==> src/rtl/ram_arbiter.sv <==
// Round-robin burst arbiter sharing one RAM port between two cache masters, with a hold watchdog.
// Optional per-master grant/wait counters are compiled in with `define ARB_STATS_EN.
module ram_arbiter #(
  parameter int DATA_WIDTH = 10,
  parameter int ADDR_WIDTH = 13,
  parameter int MAX_HOLD   = 80,
  parameter int HOLD_LEN   = $clog2(MAX_HOLD+1)
) (
  input  logic                  clk,
  input  logic                  rst,
  input  logic                  m0_req,
  input  logic [ADDR_WIDTH-1:0] m0_addr,
  input  logic                  m0_read,
  input  logic                  m0_write,
  input  logic [DATA_WIDTH-1:0] m0_wdata,
  output logic                  m0_gnt,
  output logic                  m0_rvalid,
  output logic [DATA_WIDTH-1:0] m0_rdata,
  input  logic                  m1_req,
  input  logic [ADDR_WIDTH-1:0] m1_addr,
  input  logic                  m1_read,
  input  logic                  m1_write,
  input  logic [DATA_WIDTH-1:0] m1_wdata,
  output logic                  m1_gnt,
  output logic                  m1_rvalid,
  output logic [DATA_WIDTH-1:0] m1_rdata,
  output logic [ADDR_WIDTH-1:0] ram_addr,
  output logic                  ram_read,
  output logic                  ram_write,
  output logic [DATA_WIDTH-1:0] ram_data_in,
  input  logic [DATA_WIDTH-1:0] ram_data_out,
`ifdef ARB_STATS_EN
  output logic [15:0]           stat_gnt0,
  output logic [15:0]           stat_gnt1,
  output logic [15:0]           stat_wait0,
  output logic [15:0]           stat_wait1,
`endif
  output logic                  err
);

  typedef enum logic [1:0] {IDLE, OWN0, OWN1} state_t;

  state_t              state;
  logic                last_owner;
  logic [HOLD_LEN-1:0] hold_cnt;
  logic [1:0]          rvalid_q;
  logic                cur, cur_req, oth_req;

  assign m0_gnt    = (state == OWN0);
  assign m1_gnt    = (state == OWN1);
  assign cur       = (state == OWN1);
  assign cur_req   = cur ? m1_req : m0_req;
  assign oth_req   = cur ? m0_req : m1_req;
  assign m0_rvalid = rvalid_q[0];
  assign m1_rvalid = rvalid_q[1];
  assign m0_rdata  = rvalid_q[0] ? ram_data_out : '0;
  assign m1_rdata  = rvalid_q[1] ? ram_data_out : '0;

  always_ff @(posedge clk) begin
    if (rst) begin
      state      <= IDLE;
      last_owner <= 1'b1;
      hold_cnt   <= '0;
      rvalid_q   <= '0;
      err        <= 1'b0;
    end else begin
      rvalid_q <= {m1_gnt & ram_read, m0_gnt & ram_read};
      case (state)
        IDLE: begin
          if (m0_req && (!m1_req || last_owner)) begin
            state      <= OWN0;
            last_owner <= 1'b0;
            hold_cnt   <= '0;
          end else if (m1_req) begin
            state      <= OWN1;
            last_owner <= 1'b1;
            hold_cnt   <= '0;
          end
        end
        OWN0, OWN1: begin
          if (cur_req && hold_cnt < HOLD_LEN'(MAX_HOLD-1)) begin
            hold_cnt <= hold_cnt + HOLD_LEN'(1);
          end else begin
            // Reaching here with req still high means the watchdog fired.
            if (cur_req) err <= 1'b1;
            if (oth_req) begin
              state      <= cur ? OWN0 : OWN1;
              last_owner <= ~cur;
              hold_cnt   <= '0;
            end else begin
              state <= IDLE;
            end
          end
        end
        default: state <= IDLE;
      endcase
    end
  end

  always_comb begin
    ram_addr    = '0;
    ram_read    = 1'b0;
    ram_write   = 1'b0;
    ram_data_in = '0;
    if (m0_gnt) begin
      ram_addr    = m0_addr;
      ram_data_in = m0_wdata;
      ram_write   = m0_write;
      ram_read    = m0_read & ~m0_write;
    end else if (m1_gnt) begin
      ram_addr    = m1_addr;
      ram_data_in = m1_wdata;
      ram_write   = m1_write;
      ram_read    = m1_read & ~m1_write;
    end
  end

`ifdef ARB_STATS_EN
  logic gnt0_q, gnt1_q;

  // Grant entries are counted on the rising edge of each grant.
  always_ff @(posedge clk) begin
    if (rst) begin
      gnt0_q     <= 1'b0;
      gnt1_q     <= 1'b0;
      stat_gnt0  <= '0;
      stat_gnt1  <= '0;
      stat_wait0 <= '0;
      stat_wait1 <= '0;
    end else begin
      gnt0_q <= m0_gnt;
      gnt1_q <= m1_gnt;
      if (m0_gnt && !gnt0_q && stat_gnt0 != 16'hFFFF) stat_gnt0 <= stat_gnt0 + 16'd1;
      if (m1_gnt && !gnt1_q && stat_gnt1 != 16'hFFFF) stat_gnt1 <= stat_gnt1 + 16'd1;
      if (m0_req && !m0_gnt && stat_wait0 != 16'hFFFF) stat_wait0 <= stat_wait0 + 16'd1;
      if (m1_req && !m1_gnt && stat_wait1 != 16'hFFFF) stat_wait1 <= stat_wait1 + 16'd1;
    end
  end
`endif

endmodule

==> config.mk <==
export PLATFORM = sky130hd
export DESIGN_NAME = ram_arbiter
export DESIGN_NICKNAME = d
export VERILOG_FILES = /design/src/rtl/ram_arbiter.sv
export SDC_FILE = /design/constraint.sdc
export NUM_CORES = 1
export LEC_CHECK = 0
export CORE_ASPECT_RATIO = 1.2
export CORE_MARGIN = 2
export CORE_UTILIZATION = 33
export DETAILED_ROUTE_END_ITERATION = 7
export PLACE_DENSITY = 0.87
export SLEW_MARGIN = 40
export SYNTH_ARGS = -nofsm -noshare
export SYNTH_HDL_FRONTEND = slang
export SYNTH_SLANG_ARGS = --single-unit
==> constraint.sdc <==
create_clock -name clk -period 4.4 [get_ports clk]
set_clock_uncertainty 0.1 [all_clocks]
set_input_delay 0.44 -clock clk [delete_from_list [all_inputs] [get_ports clk]]
set_output_delay 0.44 -clock clk [all_outputs]
set_load 0.05 [all_outputs]
==> summary.md, run 1 <==
| Metric | Value |
|---|---|
| Rel. slew slack | `63.4%` |
| Initial DRT Pass Iterations | `4` |
| Post-synth EDFFs | `0` |
| Reg2reg setup slack | `2.41 ns` |
| Unrepaired setup endpoints after global routing | `false` |
| CTS Buf Count | `3` |
| Clock Sinks | `13` |
| Cell area after layout | `2420 um^2` |
| Fmax | `0.330 GHz` |
| Area Overhead vs Synth | `100%` |
| Vias in the first global route | `1444` |
| Status | `completed` |
| CTS tree | `done` |
| GRT Util Overall | `23.0%` |
| Dpl hpwl | `3.86 mm` |
| Inserted Diodes | `0` |
| Synth top area share | `21.5%` |
| Via-to-Cell Ratio | `5.22` |
| Synth Register Bits | `13` |
| Number of hold violations in the final report | `0` |
| # hold bufs at CTS | `0` |
| R2R depth | `6` |
| Power density of the placed cells | `531 nW/um^2` |
| Total number of vias | `1534` |
| Max Cap Viol | `0` |
| Post-synth top area cell | `dfxtp_1` |
| # nets final | `325` |
| Initial antenna violation count | `0` |
| Root buffer cell | `clkbuf_8` |
| Sequential cell area fraction in the yosys report | `21.5%` |
| Cell area after synthesis | `1210 um^2` |
| Worst vdd ir | `433 uV` |
| Core area | `3570 um^2` |
| Post-Syn Instances | `142` |
| Reg2Reg Capture Point | `last_owner` |
| DRC | `0` |
| Gpl congestion | `0.830` |
| R2r startpoint | `state[0]` |
| Final worst setup slack | `1.37 ns` |
| Mapped Avg Cell Area | `8.52 um^2` |
| Initial Utilization | `33.9%` |
| Later-pin clock latency in the skew report | `0.25 ns` |
| Avg WL per Cell | `16.2 um` |
| WP data required | `3.86 ns` |
| Htree depth | `1` |
| PortBufs | `113` |
| Area of placed instances | `2380 um^2` |
| Critical path type | `reg2out` |
| FP Rows | `24` |
| Startpoint type of the worst setup path | `register` |
| Io pins | `114` |
| Crit path cell chain | `inv_1 -> ha_1 -> nor2b_1 -> buf_4 -> a32o_1 -> clkdlybuf4s50_1` |
| Hold crit path type | `reg2reg` |
| Hold Path Depth | `2` |
| Die height | `70.3 um` |
| YS warnings | `0` |
| Crit path largest cell delay | `0.81 ns` |
| Pin count of the biggest net entering global routing | `29` |
| Crit-path max FO | `24` |
| Hold Worst Slack | `0.379 ns` |
| Cell variety after synth | `39` |
| Die span in x | `59.3 um` |
| Fillers | `293` |
| Overflow after GRT | `0` |
| Critical Path AT | `2.49 ns` |
| Async set or reset register ratio after synthesis | `0%` |
| Worst Hold End | `err` |
| First-pass GRT wire length | `7.29 mm` |
| Resized Gates After CTS | `0` |
| Part of the cycle the worst path needs | `68.9%` |
| Die area | `4170 um^2` |
| Hold Startpoint | `err` |
| Clock transition at the registers of the reported paths | `0.06 ns` |
| Final antenna-violating net count | `0` |
| Setup Buffers After CTS | `0` |
| Total power | `1290 uW` |
| Final Setup Violations | `0` |
| Clock tree buffer depth | `2` |
| Critical-path top delay cell | `clkdlybuf4s50_1` |
| Share of cells above drive strength 1 | `7.06%` |
| Post-Syn Nets | `211` |
| Worst slew pin tran | `0.547 ns` |
| Final WL | `4.76 mm` |
| First DRT Iteration DRCs | `63` |
| Top FF cell, synth | `dfxtp_1` |
| Dpl ws | `1.64 ns` |
| Fin. max-slew vios | `0` |
| Largest cells by area after synthesis | `dfxtp_1, a22o_1, and2_1` |
| Leakage Power | `0.000897 uW` |
| Setup TNS | `0 ns` |
| Crit. End Element | `output pin` |
| Final min period | `3.03 ns` |
## report_power, final
| part | total [uW] | internal (uW) | switching [uW] |
|---|---|---|---|
| Clock | 110 | 64.1 | 45.8 |
| Sequential | 150 | 134 | 16.1 |
| Combinational | 1030 | 387 | 640 |
| Total | 1290 | 585 | 702 |
## cell usage after synthesis (2+ instances only)
cell and instances:
a22o_1 23, and2_1 20, dfxtp_1 13, inv_1 10, nand2_1 8, nand3_1 7
nor2_1 6, ha_1 5, nand2b_1 5, mux2i_1 4, o221ai_1 4, buf_2 3
o21ai_0 3, a21oi_1 2, and3_1 2, clkbuf_1 2, nor2b_1 2, nor3_1 2
## cells in the final DEF (no fill, tap or decap), types with 2 or more instances in the layout
| cell type | count |
|---|---|
| o21ai_0 | 3 |
| nor3_1 | 2 |
| buf_4 | 2 |
| clkbuf_8 | 3 |
| nand3_1 | 7 |
| dfxtp_1 | 13 |
| nand2b_1 | 5 |
| o221ai_1 | 4 |
| inv_1 | 10 |
| nand2_1 | 8 |
| a21oi_1 | 2 |
| nor2b_1 | 2 |
| and2_1 | 20 |
| a22o_1 | 23 |
| clkdlybuf4s50_1 | 113 |
| mux2i_1 | 4 |
| nor2_1 | 6 |
| and3_1 | 2 |
| ha_1 | 5 |
## worst max-delay path, delay by kind of cell (launching register included)
| kind | cells | cell delay (ns) |
|---|---|---|
| AO/OA/AOI/OAI | 1 | 0.24 |
| buffers and inverters | 3 | 1.16 |
| adder cells (fa/ha/maj) | 1 | 0.33 |
| flip-flops | 1 | 0.34 |
| AND/OR/NAND/NOR | 1 | 0.17 |
## how the worst max path moves through the flow
stage	endpoint	slack [ns]	start
floorplan	ram_addr[11]	1.52	state[1]
global placement	ram_read	1.71	state[0]
detailed placement	ram_read	1.64	state[0]
CTS	ram_read	1.36	state[0]
global route	ram_read	1.23	state[0]
finish	ram_read	1.37	state[0]
## logic make-up (layout without fill, tap and decap cells)
family / Yosys count / in the layout / synth area share [%]
AOI/OAI and AO/OA: 45 / 45 / 35.6
adders and majority gates: 5 / 5 / 5.17
muxes: 5 / 5 / 4.45
DFF: 13 / 13 / 21.5
buffers and inverters: 16 / 129 / 5.27
and+or+nand+nor: 58 / 58 / 28.0
## per-stage QoR
step,instances,util (%)
2_1_floorplan,142,-
3_3_place_gp,290,66.6
3_5_place_dp,290,66.6
4_1_cts,294,67.8
5_1_grt,294,67.8
6_report,294,67.8
## area by class of cell
type / count / area [um^2] / area share, %
inverter: 10 / 37.5 / 1.55
multi-input combinational: 113 / 886 / 36.6
tap: 39 / 48.8 / 2.01
clock buffer: 4 / 45.0 / 1.86
sequential: 13 / 260 / 10.7
timing repair buffer: 115 / 1150 / 47.3
## routing by layer
metal | part of all wire (%) | vias to the layer above | track usage, %
met3 | 9.2 | 8 | 5.93
met1 | 37 | 696 | 25.5
met4 | 1.8 | 0 | 7.58
met2 | 51 | 74 | 41.1
met5 | 0 | - | 0
li1 | - | 756 | -
## sequential cells by signal, indices dropped and copies added, names as in the netlist
signal      count
hold_cnt        7
rvalid_q        2
err             1
state           2
last_owner      1
Power figures use the tool's default switching activity.
==> run 2, diff against run 1 <==
Settings changed: CORE_UTILIZATION 33 to 31, PLACE_DENSITY 0.87 to 0.82.
Clock period 4.4 ns to 2.9 ns, I/O delays scaled along.
==> run 2 against run 1 <==
Against the previous run: first-iteration DRC count fell by 21%; critical path type unchanged; wire length is 1.4% higher; core utilization increased by 4.7 points.
==> summary.md, run 2 (synthesis gave the netlist of run 1 again) <==
| Metric | Value |
|---|---|
| Status | `completed (unchanged)` |
| # hold bufs at CTS | `0 (unchanged)` |
| First-pass GRT wire length | `7.58 mm (was 7.29 mm)` |
| Largest Register | `hold_cnt (unchanged)` |
| Final min period | `2.30 ns` |
| Worst vdd ir | `605 uV (was 433 uV)` |
| Final Setup Violations | `0 (unchanged)` |
| Worst slew pin tran | `0.540 ns (was 0.547 ns)` |
| Final antenna-violating net count | `0 (unchanged)` |
| Area Overhead vs Synth | `121% (was 100%)` |
| CTS Buf Count | `3 (unchanged)` |
| Io pins | `114 (unchanged)` |
| Most common cell after layout, fill and taps aside | `clkdlybuf4s50_1 (unchanged)` |
| Unrepaired setup endpoints after global routing | `false (unchanged)` |
| Die area | `4420 um^2 (was 4170 um^2)` |
| Startpoint type of the worst setup path | `register (unchanged)` |
| Fmax | `0.434 GHz` |
| Critical Path AT | `1.91 ns (was 2.49 ns)` |
| Initial DRT Pass Iterations | `4 (unchanged)` |
| Fin. max-slew vios | `0 (unchanged)` |
| Via-to-Cell Ratio | `4.99 (was 5.22)` |
| GRT Util Overall | `22.5% (was 23.0%)` |
| PortBufs | `113 (unchanged)` |
| Setup TNS | `0 ns (unchanged)` |
| CTS tree | `done (unchanged)` |
| Leakage Power | `0.00102 uW (was 0.000897 uW)` |
| Initial Utilization | `32.8% (was 33.9%)` |
| Root buffer cell | `clkbuf_8 (unchanged)` |
| Share of cells above drive strength 1 | `16.9% (was 7.06%)` |
| Final WL | `4.83 mm (was 4.76 mm)` |
| Critical path type | `reg2out (unchanged)` |
| Part of the cycle the worst path needs | `79.4%` |
| Htree depth | `1 (unchanged)` |
| Max reg flops | `7 (unchanged)` |
| Sequential cell area | `260 um^2 (unchanged)` |
| Dpl hpwl | `4.10 mm (was 3.86 mm)` |
| Area of the multi-input gates | `886 um^2 (unchanged)` |
| Core area | `3690 um^2 (was 3570 um^2)` |
| Later-pin clock latency in the skew report | `0.24 ns (was 0.25 ns)` |
| FP Rows | `24 (unchanged)` |
| DRC | `0 (unchanged)` |
| Crit-path max FO | `24 (unchanged)` |
| Rel. slew slack | `63.9% (was 63.4%)` |
| Clock transition at the registers of the reported paths | `0.06 ns (about the same)` |
| First DRT Iteration DRCs | `50 (was 63)` |
| Gpl congestion | `0.853 (was 0.830)` |
| Total power | `2290 uW (was 1290 uW)` |
| WP data required | `2.51 ns (was 3.86 ns)` |
| Reg2reg setup slack | `0.93 ns (was 2.41 ns)` |
| Hold Worst Slack | `0.410 ns (was 0.379 ns)` |
| Commonest cells after routing, fill and taps aside | `clkdlybuf4s50_1, buf_12, a22o_1 (was clkdlybuf4s50_1, a22o_1, and2_1)` |
| Die height | `72.4 um (was 70.3 um)` |
| Pin count of the biggest net entering global routing | `25 (was 29)` |
| Fillers | `273 (was 293)` |
| Avg WL per Cell | `15.7 um (was 16.2 um)` |
| Crit. End Element | `output pin (unchanged)` |
| Resized Gates After CTS | `0 (unchanged)` |
| Clock Sinks | `13 (unchanged)` |
| Number of hold violations in the final report | `0 (unchanged)` |
| # nets final | `325 (unchanged)` |
| Clock tree buffer depth | `2 (unchanged)` |
| Max Cap Viol | `0 (unchanged)` |
| Setup Buffers After CTS | `0 (unchanged)` |
| Hold crit path type | `reg2reg (unchanged)` |
| Largest regs | `hold_cnt x7, rvalid_q x2, state x2 (unchanged)` |
| Initial antenna violation count | `0 (unchanged)` |
| Vias in the first global route | `1491 (was 1444)` |
| Total number of vias | `1531 (was 1534)` |
| Power density of the placed cells | `857 nW/um^2 (was 531 nW/um^2)` |
| Overflow after GRT | `0 (unchanged)` |
| Inserted Diodes | `0 (unchanged)` |
| Die span in x | `61.0 um (was 59.3 um)` |
==> run 2: cell types whose count changed in the layout (fill, tap and decap cells not counted) <==
cell             change
clkdlybuf4s50_1     -25
buf_4                +1
buf_12              +24
==> run 2: where the power goes <==
group / internal (uW) / switching (uW)
Clock: 97.2 / 69.0
Sequential: 204 / 25.8
Combinational: 859 / 1040
Total: 1160 / 1130
==> run 2: final timing paths <==
kind              startpoint          to  cells past startpoint
setup / recovery    state[0]    ram_read                      6
hold / removal      state[0]    state[0]                      2
setup reg to reg    state[0]  last_owner                      6
hold reg to reg     state[0]    state[0]                      2
==> run 2: worst max-delay path: stages, from the launching register on <==
cell and delay, ns:
dfxtp_1 0.38, inv_1 0.08, ha_1 0.32, nor2b_1 0.18, buf_4 0.22, a32o_1 0.33
buf_12 0.16
==> run 2: layout make-up <==
cell class | count | area share [%]
sequential | 13 | 9.72
inverter | 10 | 1.40
clock buffer | 4 | 1.68
timing repair buffer | 115 | 51.7
tap | 52 | 2.43
multi-input combinational | 113 | 33.1
==> run 2: routing by layer <==
metal	global-route usage, %	share of wire (%)	up-vias
li1	-	-	756
met1	25.7	39	693
met2	40.5	50	72
met3	5.70	8.4	10
met4	5.31	2.3	0
met5	0	0	-
==> run 2: stage by stage <==
step / cells / area (um^2) / worst slack [ns] / util, %
after floorplan: 142 / 1210 / 0.174 / -
after global placement: 303 / 2630 / 0.804 / 71.3
after detailed placement: 303 / 2630 / 0.789 / 71.3
after CTS: 307 / 2680 / 0.600 / 72.5
after global routing: 307 / 2680 / 0.506 / 72.5
final: 307 / 2680 / 0.598 / 72.5
